==> src/rtl/vending_pkg.sv <==
// Shared coin-path definitions for coin_acceptor and vending_Controller.
// Pure declarations, no timing and no flow control.
package vending_pkg;

  localparam logic [1:0] COIN_NONE = 2'b00;

  typedef enum logic [2:0] {
    ST_IDLE,
    ST_DEBOUNCE,
    ST_ACCEPT,
    ST_REJECT,
    ST_HOLDOFF
  } coin_state_e;

  function automatic int max3(input int a, input int b, input int c);
    int m;
    m = (a > b) ? a : b;
    return (m > c) ? m : c;
  endfunction

endpackage

==> src/rtl/coin_acceptor_if.sv <==
// Coin mechanism / controller side-band bundle for coin_acceptor.
// Wires only; no timing and no backpressure (strobes are fire-and-forget).
interface coin_acceptor_if;

  logic [1:0] raw_coin;
  logic       raw_strobe;
  logic       raw_return;
  logic       enable;
  logic [1:0] coin;
  logic       coin_insert;
  logic       coin_return;
  logic       reject_gate;
  logic       busy;

  modport master (
    output raw_coin, raw_strobe, raw_return, enable,
    input  coin, coin_insert, coin_return, reject_gate, busy
  );

  modport slave (
    input  raw_coin, raw_strobe, raw_return, enable,
    output coin, coin_insert, coin_return, reject_gate, busy
  );

endinterface

==> src/rtl/coin_acceptor_debounce_sync.sv <==
// 2-flop sync + symmetric debounce of a bouncy line; one-cycle pulse on each debounced rise.
// Pulse appears CYCLES+2 edges after the raw rise; no backpressure.
module debounce_sync #(
  parameter int CYCLES = 4
) (
  input  logic clk,
  input  logic reset,
  input  logic raw_in,
  output logic rise
);

  localparam int            CW   = $clog2(CYCLES + 1);
  localparam logic [CW-1:0] LAST = CW'(CYCLES - 1);

  logic          meta_q, sync_q;
  logic          level_q, level_d;
  logic          rise_q, rise_d;
  logic [CW-1:0] cnt_q, cnt_d;

  always_ff @(posedge clk or posedge reset) begin
    if (reset) begin
      meta_q  <= 1'b0;
      sync_q  <= 1'b0;
      level_q <= 1'b0;
      rise_q  <= 1'b0;
      cnt_q   <= '0;
    end else begin
      meta_q  <= raw_in;
      sync_q  <= meta_q;
      level_q <= level_d;
      rise_q  <= rise_d;
      cnt_q   <= cnt_d;
    end
  end

  // Counter tracks consecutive samples disagreeing with the stable level.
  always_comb begin
    level_d = level_q;
    rise_d  = 1'b0;
    cnt_d   = '0;
    if (sync_q != level_q) begin
      if (cnt_q == LAST) begin
        level_d = sync_q;
        rise_d  = sync_q;
      end else begin
        cnt_d = cnt_q + 1'b1;
      end
    end
  end

  assign rise = rise_q;

endmodule

==> src/rtl/coin_acceptor.sv <==
// Coin front end: sync/debounce strobe, validate code, emit insert/return strobes or drive reject flap.
// Decision DEBOUNCE_CYCLES+3 edges after strobe rise; no backpressure, outputs are fire-and-forget.
module coin_acceptor
  import vending_pkg::*;
#(
  parameter int DEBOUNCE_CYCLES = 4,
  parameter int REJECT_CYCLES   = 8,
  parameter int HOLDOFF_CYCLES  = 4,
  parameter int RETURN_DEBOUNCE = 4
) (
  input logic            clk,
  input logic            reset,
  coin_acceptor_if.slave bus
);

  localparam int            CW        = $clog2(max3(DEBOUNCE_CYCLES, REJECT_CYCLES, HOLDOFF_CYCLES)) + 1;
  localparam logic [CW-1:0] DEB_LAST  = CW'(DEBOUNCE_CYCLES - 1);
  localparam logic [CW-1:0] REJ_LAST  = CW'(REJECT_CYCLES - 1);
  localparam logic [CW-1:0] HOLD_LAST = CW'(HOLDOFF_CYCLES - 1);

  logic [1:0]    coin_meta_q, coin_sync_q;
  logic          strobe_meta_q, strobe_sync_q;
  coin_state_e   state_q, state_d;
  logic [CW-1:0] cnt_q, cnt_d;
  logic [1:0]    coin_q, coin_d;
  logic          return_pulse;

  always_ff @(posedge clk or posedge reset) begin
    if (reset) begin
      coin_meta_q   <= COIN_NONE;
      coin_sync_q   <= COIN_NONE;
      strobe_meta_q <= 1'b0;
      strobe_sync_q <= 1'b0;
      state_q       <= ST_IDLE;
      cnt_q         <= '0;
      coin_q        <= COIN_NONE;
    end else begin
      coin_meta_q   <= bus.raw_coin;
      coin_sync_q   <= coin_meta_q;
      strobe_meta_q <= bus.raw_strobe;
      strobe_sync_q <= strobe_meta_q;
      state_q       <= state_d;
      cnt_q         <= cnt_d;
      coin_q        <= coin_d;
    end
  end

  always_comb begin
    state_d = state_q;
    cnt_d   = cnt_q;
    coin_d  = coin_q;
    case (state_q)
      ST_IDLE: begin
        if (strobe_sync_q) begin
          state_d = ST_DEBOUNCE;
          cnt_d   = '0;
        end
      end
      ST_DEBOUNCE: begin
        if (!strobe_sync_q) begin
          state_d = ST_IDLE;
          cnt_d   = '0;
        end else if (cnt_q == DEB_LAST) begin
          // enable is only looked at on this edge; earlier toggles are irrelevant
          cnt_d = '0;
          if (bus.enable && (coin_sync_q != COIN_NONE)) begin
            state_d = ST_ACCEPT;
            coin_d  = coin_sync_q;
          end else begin
            state_d = ST_REJECT;
          end
        end else begin
          cnt_d = cnt_q + 1'b1;
        end
      end
      ST_ACCEPT: begin
        state_d = ST_HOLDOFF;
        cnt_d   = '0;
      end
      ST_REJECT: begin
        if (cnt_q == REJ_LAST) begin
          state_d = ST_HOLDOFF;
          cnt_d   = '0;
        end else begin
          cnt_d = cnt_q + 1'b1;
        end
      end
      ST_HOLDOFF: begin
        // any high sample restarts the quiet period, so a held strobe never re-arms
        if (strobe_sync_q) begin
          cnt_d = '0;
        end else if (cnt_q == HOLD_LAST) begin
          state_d = ST_IDLE;
          cnt_d   = '0;
        end else begin
          cnt_d = cnt_q + 1'b1;
        end
      end
      default: begin
        state_d = ST_IDLE;
        cnt_d   = '0;
      end
    endcase
  end

  debounce_sync #(
    .CYCLES (RETURN_DEBOUNCE)
  ) u_return_db (
    .clk    (clk),
    .reset  (reset),
    .raw_in (bus.raw_return),
    .rise   (return_pulse)
  );

  assign bus.coin        = coin_q;
  assign bus.coin_insert = (state_q == ST_ACCEPT);
  assign bus.reject_gate = (state_q == ST_REJECT);
  assign bus.busy        = (state_q != ST_IDLE);
  assign bus.coin_return = return_pulse;

endmodule

==> src/flat_wrapper.sv <==
// flat-port wrapper written by rule: the top's interface ports become plain ports
module coin_acceptor_flat import vending_pkg::*;
#(
  parameter int DEBOUNCE_CYCLES = 4,
  parameter int REJECT_CYCLES   = 8,
  parameter int HOLDOFF_CYCLES  = 4,
  parameter int RETURN_DEBOUNCE = 4
)
  (clk, reset, bus_raw_coin, bus_raw_strobe, bus_raw_return, bus_enable, bus_coin, bus_coin_insert, bus_coin_return, bus_reject_gate, bus_busy);
  coin_acceptor_if bus_i ();
  input logic clk;
  input logic reset;
  input wire logic [$bits(bus_i.raw_coin)-1:0] bus_raw_coin;
  input wire logic [$bits(bus_i.raw_strobe)-1:0] bus_raw_strobe;
  input wire logic [$bits(bus_i.raw_return)-1:0] bus_raw_return;
  input wire logic [$bits(bus_i.enable)-1:0] bus_enable;
  output wire logic [$bits(bus_i.coin)-1:0] bus_coin;
  output wire logic [$bits(bus_i.coin_insert)-1:0] bus_coin_insert;
  output wire logic [$bits(bus_i.coin_return)-1:0] bus_coin_return;
  output wire logic [$bits(bus_i.reject_gate)-1:0] bus_reject_gate;
  output wire logic [$bits(bus_i.busy)-1:0] bus_busy;
  assign bus_i.raw_coin = bus_raw_coin;
  assign bus_i.raw_strobe = bus_raw_strobe;
  assign bus_i.raw_return = bus_raw_return;
  assign bus_i.enable = bus_enable;
  assign bus_coin = bus_i.coin;
  assign bus_coin_insert = bus_i.coin_insert;
  assign bus_coin_return = bus_i.coin_return;
  assign bus_reject_gate = bus_i.reject_gate;
  assign bus_busy = bus_i.busy;
  coin_acceptor #(.DEBOUNCE_CYCLES(DEBOUNCE_CYCLES), .REJECT_CYCLES(REJECT_CYCLES), .HOLDOFF_CYCLES(HOLDOFF_CYCLES), .RETURN_DEBOUNCE(RETURN_DEBOUNCE)) u_core (.clk(clk), .reset(reset), .bus(bus_i));
endmodule
==> config.mk <==
export PLATFORM = sky130hd
export DESIGN_NAME = coin_acceptor_flat
export DESIGN_NICKNAME = d
export VERILOG_FILES = /design/src/rtl/vending_pkg.sv /design/src/rtl/coin_acceptor_if.sv /design/src/rtl/coin_acceptor_debounce_sync.sv /design/src/rtl/coin_acceptor.sv /design/src/flat_wrapper.sv
export SDC_FILE = /design/constraint.sdc
export NUM_CORES = 1
export LEC_CHECK = 0
export ABC_AREA = 1
export BUFFER_PORTS_ARGS = -buffer_cell sky130_fd_sc_hd__buf_2
export CORE_UTILIZATION = 40
export DETAILED_ROUTE_END_ITERATION = 8
export MAX_ROUTING_LAYER = met4
export PLACE_DENSITY = 0.58
export RECOVER_POWER = 50
export SLEW_MARGIN = 10
export SYNTH_ARGS = -nofsm -noshare
export SYNTH_HDL_FRONTEND = slang
export SYNTH_SLANG_ARGS = --single-unit
==> constraint.sdc <==
create_clock -name clk -period 1.51 [get_ports clk]
set_clock_uncertainty 0.05 [all_clocks]
set_input_delay 0.0755 -clock clk [delete_from_list [all_inputs] [get_ports clk]]
set_output_delay 0.0755 -clock clk [all_outputs]
set_load 0.05 [all_outputs]
# Word level (Yosys, flattened, before mapping)
# Index checks and enable logic that the tools add are counted.
[word_totals]
ff_bits = 22
input_bits = 7
out_inout_bits = 6
[classes]
n_addsub = 2
n_eq_ne = 13
mux = 18
n_reduce_logical = 7
[ops]
columns = ["cell", "count"]
rows = [
  ["two-way mux 3 bit", 8],
  ["two-way mux 4 bit", 5],
  ["one-hot mux 4 bit (4 select lines)", 1],
  ["one-hot mux 3 bit (5 select lines)", 1],
  ["== test 3 x 2 -> 1 bit (second input constant)", 3],
  ["inequality test 2 x 1 -> 1 bit (second input constant)", 3],
  ["AND reduction 5 bit", 1],
  ["adder 4 x 1 -> 4 bit (second input constant)", 1],
  ["== test 4 x 2 -> 1 bit (second input constant)", 1],
  ["== test 4 x 3 -> 1 bit (second input constant)", 1],
  ["AND reduction 4 bit", 1],
  ["adder 3 x 1 -> 3 bit (second input constant)", 1],
  ["== test 3 x 1 -> 1 bit (second input constant)", 1],
  ["== test 3 bit (second input constant)", 1],
  ["zero test 3 bit", 1],
  ["two-way mux 1 bit", 3],
  ["inequality test 3 bit (second input constant)", 1],
  ["nonzero test 3 bit", 1],
  ["inequality test 2 bit (second input constant)", 1],
  ["AND reduction 2 bit", 1],
  ["nonzero test 2 bit", 1],
  ["logical AND 1 bit", 1],
  ["inequality test 1 bit", 1],
]

# Depth between registers and ports, before layout
# Gate-level depths: netlist of run 1.
[logic_depth]
depth_word = 6
ltp_mapped = 8
depth_no_buf = 8

# Modules after synthesis
# Synthesis of run 1 repeated with hierarchy kept, for this count alone.
[hier_totals]
hier_cells = 117
hier_area_um2 = 1001.0
[by_module_without_submodules]
columns = ["mod", "instances", "cells_each", "area_per_inst_um2", "seq_area_each_um2"]
rows = [
  ["coin_acceptor", 1, 89, 732.0, 375.4],
  ["debounce_sync", 1, 28, 269.0, 175.2],
]

# Worst setup path before layout of run 1
# OpenSTA, ideal clock, no wires.
[synth_path]
path_type = "register to output"
startpoint = "reg u_core.state_q[2]"
endpoint = "out bus_coin_insert"
arrival_time_ns = 1.594
required_time_ns = 1.384
path_slack_ns = -0.209
path_stages_with_launch = 3
n_path_buf = 1
path_cell_list = "dfrtp_1 -> buf_2 -> nor3_1"
[synth_via]
elab_chain_cells = 1
[synth_rtl]
columns = ["item", "line", "text"]
rows = [
  ["start, declared", "coin_acceptor.sv:23", "coin_state_e state_q, state_d;"],
  ["start signal, assigned", "coin_acceptor.sv:42", "state_q <= state_d;"],
  ["== test 3 x 2 -> 1 bit", "coin_acceptor.sv:116", "assign bus.coin_insert = (state_q == ST_ACCEPT);"],
  ["end, declared", "flat_wrapper.sv:18", "output wire logic [$bits(bus_i.coin_insert)-1:0] bus_coin_insert;"],
]
# Every way passes these cells.

# Worst setup path in the final report of run 1
[layout_path]
startpoint = "reg u_core.state_q[0]"
endpoint = "out bus_reject_gate"
[layout_via]
elab_chain_cells = 1
[layout_rtl]
columns = ["item", "line", "text"]
rows = [
  ["== test 3 x 2 -> 1 bit", "coin_acceptor.sv:117", "assign bus.reject_gate = (state_q == ST_REJECT);"],
  ["end, declared", "flat_wrapper.sv:20", "output wire logic [$bits(bus_i.reject_gate)-1:0] bus_reject_gate;"],
]
# Every way passes these cells.

==> results.cfg, run 1 <==
[outcome]
status = finished, final reports clean

[detailed_routing]
drc = 0
drt_wl_total_mm = 1.86
drt_first_pass_iters = 4
drtIter0Drc = 21
ant_nets = 0
vias = 811
wl_per_cell_um = 11.0
vias_per_cell = 4.77

[synth]
ys_seq_elements = 22
syn_area_per_cell_um2 = 8.52
synth-warning-count = 0
syn_area_um2 = 1020
synth_cell_type_count = 18
syn-num-nets = 129
synthesis.instances = 120
ys_seq_area_share_pct = 53.9

[timing]
fin_setup_tns_ns = 0
whs_ns = 0.318
period_needed_ns = 1.40
drv_slew = 0
fmax_ghz = 0.716
rsz0062_at_grt = no
hold_viol_final = 0
finalSetupViolCount = 0
timing.final.crit_share_pct = 92.5
slew_headroom_pct = 63.9
tightest_slew_ns = 0.542
fin_ws_ns = 0.113

[clock_network]
root_buffer = clkbuf_4
clkLatencyLatePin_ns = 0.31
clock_sinks = 22
cts_tree = built
htreeDepth = 1
clk_pin_slew_ns = 0.13
clock_path_buffers = 2
numCtsBuffers = 3

[placed_design]
placed_area_um2 = 1120
portBuffers = 12
gp_congestion = 0.820
place_hpwl_mm = 1.35
place_ws_ns = 0.144
placedCellCount = 160

[power_and_ir_drop]
leakagePower_nw = 0.646
finalPower_mw = 1.71
p_per_area_nw_per_um2 = 1370
ir_drop_v = 0.000661

[critical_path]
criticalPathCategory = reg2out
slowest_delay_ns = 0.44
start_kind = flip-flop
worst_ep_arrival_time_ns = 1.27
crit_chain = nand2_1 > nor2_4 > clkbuf_4
cpMaxStageDelayCell = dfrtp_2
crit_fanout = 6
worstPathRequired_ns = 1.38
crit_path_end_kind = output port

[global_routing]
antenna_found_initial = 0
grt_max_degree = 23
grt.overflow.total = 0
gr-usage-met2_pct = 27.2
grt_pass1_wl_mm = 3.27
grt_usage_pct = 16.8
grtUsageMet3_pct = 5.22
grt.busiest_layer = met2
grt_pass1_vias = 774
grtUsageMet1_pct = 21.0

[worst_hold_path]
min_path_type = reg2reg

[final_layout]
drive_above_1_share_pct = 23.9
final_cell_area_um2 = 1240
final_cells = 170
postLayoutCoreUtil_pct = 53.5
diodes = 0
area_growth_pct = 21.4
nNetsFinal = 152

[floorplan]
die_h_um = 52.6
ios = 13
die_w_um = 52.6
start_util_pct = 44.1
core_area_um2 = 2320
die_area_um2 = 2760
rows = 17

[run]
cap_violations = 0
-- worst max-delay path, delay by kind of cell (launching register included) --
family | cells | cell delay [ns]
AND/OR/NAND/NOR | 2 | 0.25
buffers and inverters | 1 | 0.26
flip-flops | 1 | 0.44
-- path summary, 6_finish.rpt --
path | startpoint | endpoint | slack (ns) | cells after the start
setup / recovery | u_core.state_q[0] | bus_reject_gate | 0.11 | 3
min in group asynchronous | reset | u_core.u_return_db.sync_q | 0.38 | 4
max in group asynchronous | reset | u_core.state_q[1] | 0.65 | 4
hold reg to reg | u_core.coin_meta_q[0] | u_core.coin_sync_q[0] | 0.32 | 0
setup reg to reg | u_core.cnt_q[0] | u_core.bus.coin[0] | 0.12 | 6
hold / removal | u_core.coin_meta_q[0] | u_core.coin_sync_q[0] | 0.32 | 0
-- layout by cell type (no fill, tap or decap), types with 2 or more instances in the layout --
master / instances
buf_2: 11
clkbuf_4: 4
dfrtp_1: 19
dfrtp_2: 3
dlygate4sd3_1: 6
ha_1: 2
inv_1: 13
inv_2: 4
nand2_1: 34
nand2_2: 2
nand3_1: 4
nand3_2: 2
nand4_1: 9
nor2_1: 10
nor2_2: 4
o21ai_0: 3
o21ai_1: 4
xnor2_1: 2
-- cell usage after synthesis --
| library cell | number | area share, % |
|---|---|---|
| a21oi_1 | 1 | 0.49 |
| buf_2 | 1 | 0.49 |
| dfrtp_1 | 22 | 54 |
| ha_1 | 2 | 2.4 |
| inv_1 | 13 | 4.8 |
| inv_2 | 4 | 1.5 |
| nand2_1 | 34 | 12 |
| nand2_2 | 2 | 1.2 |
| nand3_1 | 4 | 2.0 |
| nand3_2 | 2 | 2.0 |
| nand4_1 | 9 | 5.5 |
| nor2_1 | 10 | 3.7 |
| nor2_2 | 4 | 2.4 |
| nor2_4 | 1 | 1.1 |
| nor3_1 | 2 | 0.98 |
| o21ai_0 | 3 | 1.5 |
| o21ai_1 | 4 | 2.0 |
| xnor2_1 | 2 | 1.7 |
-- cells by family (layout without fill, tap and decap cells) --
logic type | after synthesis | after routing | synth area share (%)
adder cells (fa/ha/maj) | 2 | 2 | 2.45
AND/OR/NAND/NOR | 68 | 68 | 31.3
AO/OA/AOI/OAI | 8 | 8 | 3.92
buffers and inverters | 18 | 40 | 6.73
XOR/XNOR | 2 | 2 | 1.71
flip-flops | 22 | 22 | 53.9
-- power breakdown --
group,switching [mW],leakage [nW],internal (mW),total [mW]
registers,0.0884,0.277,0.681,0.769
logic,0.337,0.340,0.156,0.493
clock network,0.176,0.0279,0.268,0.444
total,0.601,0.646,1.10,1.71
-- state kept, by name, summed over array words and instances (netlist names) --
signal / flops
u_core.strobe_meta_q: 1
u_core.u_return_db.meta_q: 1
u_core.u_return_db.cnt_q: 3
u_core.bus.coin: 2
u_core.coin_meta_q: 2
u_core.strobe_sync_q: 1
u_core.coin_sync_q: 2
u_core.u_return_db.sync_q: 1
u_core.u_return_db.level_q: 1
u_core.u_return_db.rise: 1
u_core.state_q: 3
u_core.cnt_q: 4
-- layer usage --
metal | vias to the layer above | share of wire (%)
li1 | 428 | -
met1 | 368 | 50
met2 | 13 | 47
met3 | 2 | 2.3
met4 | 0 | 0.43
met5 | - | 0
-- cell type report --
| class | instances | area [um^2] |
|---|---|---|
| multi-input cells | 80 | 408 |
| repair buffers | 19 | 128 |
| inverters | 17 | 63.8 |
| flip-flops and latches | 22 | 554 |
| clock inverters | 1 | 30.0 |
| clock buffers | 3 | 22.5 |
| well taps | 28 | 35.0 |
| fillers | 226 | 1080 |
-- what timing repair did --
| item | CTS | global route |
|---|---|---|
| setup endpoints to repair | 0 | 2 |
| hold endpoints to repair | 27 | 0 |
| resized for setup | 0 | 4 |
| hold buffers | 6 | 0 |
| setup buffers | 0 | 0 |
Power figures use the tool's default switching activity.
==> inputs of run 2 (changes only) <==
--- a/config.mk
+++ b/config.mk
@@ -8,10 +8,12 @@
 export ABC_AREA = 1
 export BUFFER_PORTS_ARGS = -buffer_cell sky130_fd_sc_hd__buf_2
 export CORE_UTILIZATION = 40
+export CTS_BUF_LIST = sky130_fd_sc_hd__clkbuf_4 sky130_fd_sc_hd__clkbuf_8
 export DETAILED_ROUTE_END_ITERATION = 8
 export MAX_ROUTING_LAYER = met4
 export PLACE_DENSITY = 0.58
 export RECOVER_POWER = 50
+export SKIP_CTS_REPAIR_TIMING = 1
 export SLEW_MARGIN = 10
 export SYNTH_ARGS = -nofsm -noshare
 export SYNTH_HDL_FRONTEND = slang
==> results.cfg, run 2 (synthesis gave the netlist of run 1 again) <==
[global_routing]
grt.overflow.total = 0
grt_pass1_wl_mm = 3.13
grt_pass1_vias = 729
antenna_found_initial = 0
grt_usage_pct = 16.1
grt_max_degree = 23

[timing]
fin_setup_tns_ns = 0
hold_viol_final = 0
finalSetupViolCount = 0
period_needed_ns = 1.40
tightest_slew_ns = 0.558
timing.final.crit_share_pct = 92.8
fmax_ghz = 0.713
rsz0062_at_grt = no
slew_headroom_pct = 62.8
drv_slew = 0
fin_ws_ns = 0.108

[clock_network]
clock_sinks = 22
clkLatencyLatePin_ns = 0.31
htreeDepth = 1
root_buffer = clkbuf_4
numCtsBuffers = 3
cts_tree = built
clk_pin_slew_ns = 0.13
clock_path_buffers = 2

[detailed_routing]
ant_nets = 0
drt_wl_total_mm = 1.89
vias = 800
drc = 0
drtIter0Drc = 22
vias_per_cell = 4.73
wl_per_cell_um = 11.2
drt_first_pass_iters = 4

[critical_path]
crit_path_end_kind = output port
start_kind = flip-flop
worstPathRequired_ns = 1.38
criticalPathCategory = reg2out
crit_fanout = 6
reg2regPathDepth = 6
worst_ep_arrival_time_ns = 1.28

[power_and_ir_drop]
finalPower_mw = 1.71
ir_drop_v = 0.000669
leakagePower_nw = 0.642
p_per_area_nw_per_um2 = 1390

[placed_design]
place_ws_ns = 0.144
place_hpwl_mm = 1.35
gp_congestion = 0.820
placedCellCount = 160
portBuffers = 12

[final_layout]
nFillCells = 228
nNetsFinal = 151
area_growth_pct = 20.4
drive_above_1_share_pct = 24.1
diodes = 0
final_common_cell = nand2_1
regMostFlops = u_core.cnt_q
layout_common_cells = nand2_1, dfrtp_1, inv_1
final_cells = 169
largest_reg_flops = 4
reg.largest.list = u_core.cnt_q x4, u_core.state_q x3, u_core.u_return_db.cnt_q x3

[floorplan]
die_area_um2 = 2760
core_area_um2 = 2320
rows = 17
die_h_um = 52.6
ios = 13
start_util_pct = 44.1
die_w_um = 52.6

[worst_hold_path]
min_path_type = in2reg
min_path_cells = 3

[run]
cap_violations = 0

[outcome]
status = finished, final reports clean
==> run 2: cell count changes in the layout (fill, tap and decap cells not counted) <==
cell / delta
dlygate4sd3_1: -1
==> run 2: report_power, final <==
group	internal [mW]	switching, mW	total, mW
Combinational	0.154	0.337	0.491
Clock	0.268	0.180	0.448
Sequential	0.681	0.0890	0.770
==> run 2: through the flow <==
step / util (%) / hold WS, ns / cell area [um^2]
6_report: 53.1 / 0.00755 / 1230
5_1_grt: 53.1 / -0.00361 / 1230
3_5_place_dp: 48.5 / 0.0726 / 1120
3_3_place_gp: 48.5 / 0.0725 / 1120
2_1_floorplan: - / 0.0147 / 1030
4_1_cts: 50.8 / -0.279 / 1180
==> run 2: worst paths after layout <==
check	from	end	slack, ns
worst max-delay path	u_core.state_q[0]	bus_reject_gate	0.11
worst min-delay path	bus_enable	u_core.bus.coin[1]	0.008
worst max register to register	u_core.cnt_q[0]	u_core.bus.coin[0]	0.12
worst min register to register	u_core.coin_meta_q[0]	u_core.coin_sync_q[0]	0.32
max in group asynchronous	reset	u_core.state_q[0]	0.63
min in group asynchronous	reset	u_core.u_return_db.sync_q	0.38
==> run 2: final cells by class <==
class | instances | area, um^2 | area share [%]
sequential | 22 | 554 | 45.0
timing repair buffer | 18 | 118 | 9.55
multi-input combinational | 80 | 408 | 33.1
clock buffer | 3 | 22.5 | 1.83
clock inverter | 1 | 30.0 | 2.44
tap | 28 | 35.0 | 2.85
inverter | 17 | 63.8 | 5.18
==> run 2: routing by layer <==
metal	vias to the layer above	wire length, um	GRT usage [%]
li1	425	-	-
met1	358	998	21.1
met2	15	824	24.9
met3	2	53	5.22
met4	0	8	2.63
met5	-	0	-
==> run 2: worst max-delay path, cell delays in order (launching register included) <==
cell	delay [ns]
dfrtp_2	0.45
nand2_1	0.10
nor2_4	0.15
clkbuf_4	0.26
==> inputs of run 3 (changes only) <==
==> constraint.sdc (replaced) <==
create_clock -name clk -period 1.8 [get_ports clk]
set_clock_uncertainty 0.05 [all_clocks]
set_input_delay 0.09 -clock clk [delete_from_list [all_inputs] [get_ports clk]]
set_output_delay 0.09 -clock clk [all_outputs]
set_load 0.05 [all_outputs]
==> results.cfg, run 3 (synthesis gave the netlist of run 1 again) <==
[critical_path]
critPathTopFamily = flip-flops
r2r_start = u_core.cnt_q[0]
start_kind = flip-flop
worst_ep_arrival_time_ns = 1.34
cpMaxStageDelayCell = dfrtp_1
slowest_delay_ns = 0.46
crit_fanout = 6
cp_num_buf_inv = 1
criticalPathCategory = reg2out
worstPathRequired_ns = 1.66
r2r_end = u_core.state_q[2]
reg2regPathDepth = 8
crit_path_end_kind = output port
crit_chain = nand2_1 > nor2_4 > buf_2
reg2reg_slack_ns = 0.42

[floorplan]
ios = 13
die_h_um = 52.6
die_area_um2 = 2760
core_area_um2 = 2320
die_w_um = 52.6
start_util_pct = 44.1
rows = 17

[timing]
drv_slew = 0
fin_setup_tns_ns = 0
tightest_slew_ns = 1.14
rsz0062_at_grt = no
timing.final.crit_share_pct = 82.4
slew_headroom_pct = 23.8
hold_viol_final = 0
fmax_ghz = 0.674
finalSetupViolCount = 0
period_needed_ns = 1.48

[worst_hold_path]
min_path_type = in2reg
hold_end = u_core.bus.coin[1]
hp-start = bus_enable
min_path_cells = 3

[final_layout]
drive_above_1_share_pct = 20.6
regMostFlops = u_core.cnt_q
final_common_cell = nand2_1
nNetsFinal = 151
layout_common_cells = nand2_1, dfrtp_1, inv_1
reg.largest.list = u_core.cnt_q x4, u_core.state_q x3, u_core.u_return_db.cnt_q x3
nFillCells = 233
largest_reg_flops = 4
area_growth_pct = 19.2
diodes = 0

[power_and_ir_drop]
ir_drop_v = 0.000688
leakagePower_nw = 0.641
finalPower_mw = 1.43
p_per_area_nw_per_um2 = 1170

[clock_network]
cts_tree = built
root_buffer = clkbuf_4
htreeDepth = 1
numCtsBuffers = 3
clk_pin_slew_ns = 0.12
clock_sinks = 22
clkLatencyLatePin_ns = 0.30
clock_path_buffers = 2

[detailed_routing]
wl_per_cell_um = 11.4
drt_wl_total_mm = 1.92
drt_first_pass_iters = 4
vias_per_cell = 4.88
drtIter0Drc = 19
vias = 825
drc = 0
ant_nets = 0

[placed_design]
gp_congestion = 0.849
place_hpwl_mm = 1.44
portBuffers = 12

[global_routing]
grt.overflow.total = 0
grt_pass1_wl_mm = 3.30
antenna_found_initial = 0
grt_max_degree = 23
grt_usage_pct = 17.1
grt_pass1_vias = 756

[outcome]
status = finished, final reports clean

[run]
cap_violations = 0
==> run 3: worst max path at each step <==
stage                                  from                 end  slack, ns  cells after the start
final                     u_core.state_q[1]     bus_reject_gate       0.32                      3
after detailed placement    u_core.cnt_q[0]   u_core.state_q[2]       0.43                      8
after CTS                 u_core.state_q[1]     bus_reject_gate       0.30                      3
after global placement      u_core.cnt_q[0]  u_core.bus.coin[0]       0.46                      6
after global routing                  reset   u_core.state_q[0]       0.13                      4
after floorplan           u_core.state_q[2]     bus_coin_insert       0.07                      2
==> run 3: area by class of cell <==
| type | count | area, um^2 | area share, % |
|---|---|---|---|
| inverter | 17 | 63.8 | 5.24 |
| timing repair buffer | 18 | 114 | 9.34 |
| clock buffer | 3 | 22.5 | 1.85 |
| tap | 28 | 35.0 | 2.87 |
| multi-input combinational | 80 | 403 | 33.1 |
| clock inverter | 1 | 30.0 | 2.46 |
| sequential | 22 | 551 | 45.2 |
==> run 3: power by group <==
part	switching [mW]	internal, mW
Sequential	0.0712	0.569
Clock	0.149	0.225
Combinational	0.284	0.129
Total	0.503	0.922
==> run 3: metal layers <==
metal | GRT usage, % | vias up | share of wire, %
met2 | 27.2 | 21 | 46
li1 | - | 422 | -
met5 | - | - | 0
met1 | 21.9 | 380 | 49
met4 | 2.63 | 0 | 0.42
met3 | 5.22 | 2 | 4.4
==> run 3: worst register-to-register path, cell delays in order, from the launching register on <==
cell and delay, ns:
dfrtp_1 0.44, ha_1 0.23, nand3_1 0.14, nand2_1 0.13, nand2_1 0.07, inv_2 0.07, nand3_2 0.06, nand2_1 0.06
nand2_1 0.05
==> run 3: through the flow <==
| stage | instance area, um^2 | hold WS (ns) | util [%] | setup WS (ns) | std cells |
|---|---|---|---|---|---|
| final | 1220 | 0.0263 | 52.6 | 0.317 | 169 |
| after global routing | 1220 | 0.0384 | 52.6 | 0.129 | 169 |
| after CTS | 1170 | -0.257 | 50.6 | 0.302 | 164 |
| after detailed placement | 1120 | 0.0899 | 48.3 | 0.430 | 160 |
| after global placement | 1120 | 0.0876 | 48.3 | 0.457 | 160 |
| after floorplan | 1020 | 0.0292 | - | 0.0664 | 120 |
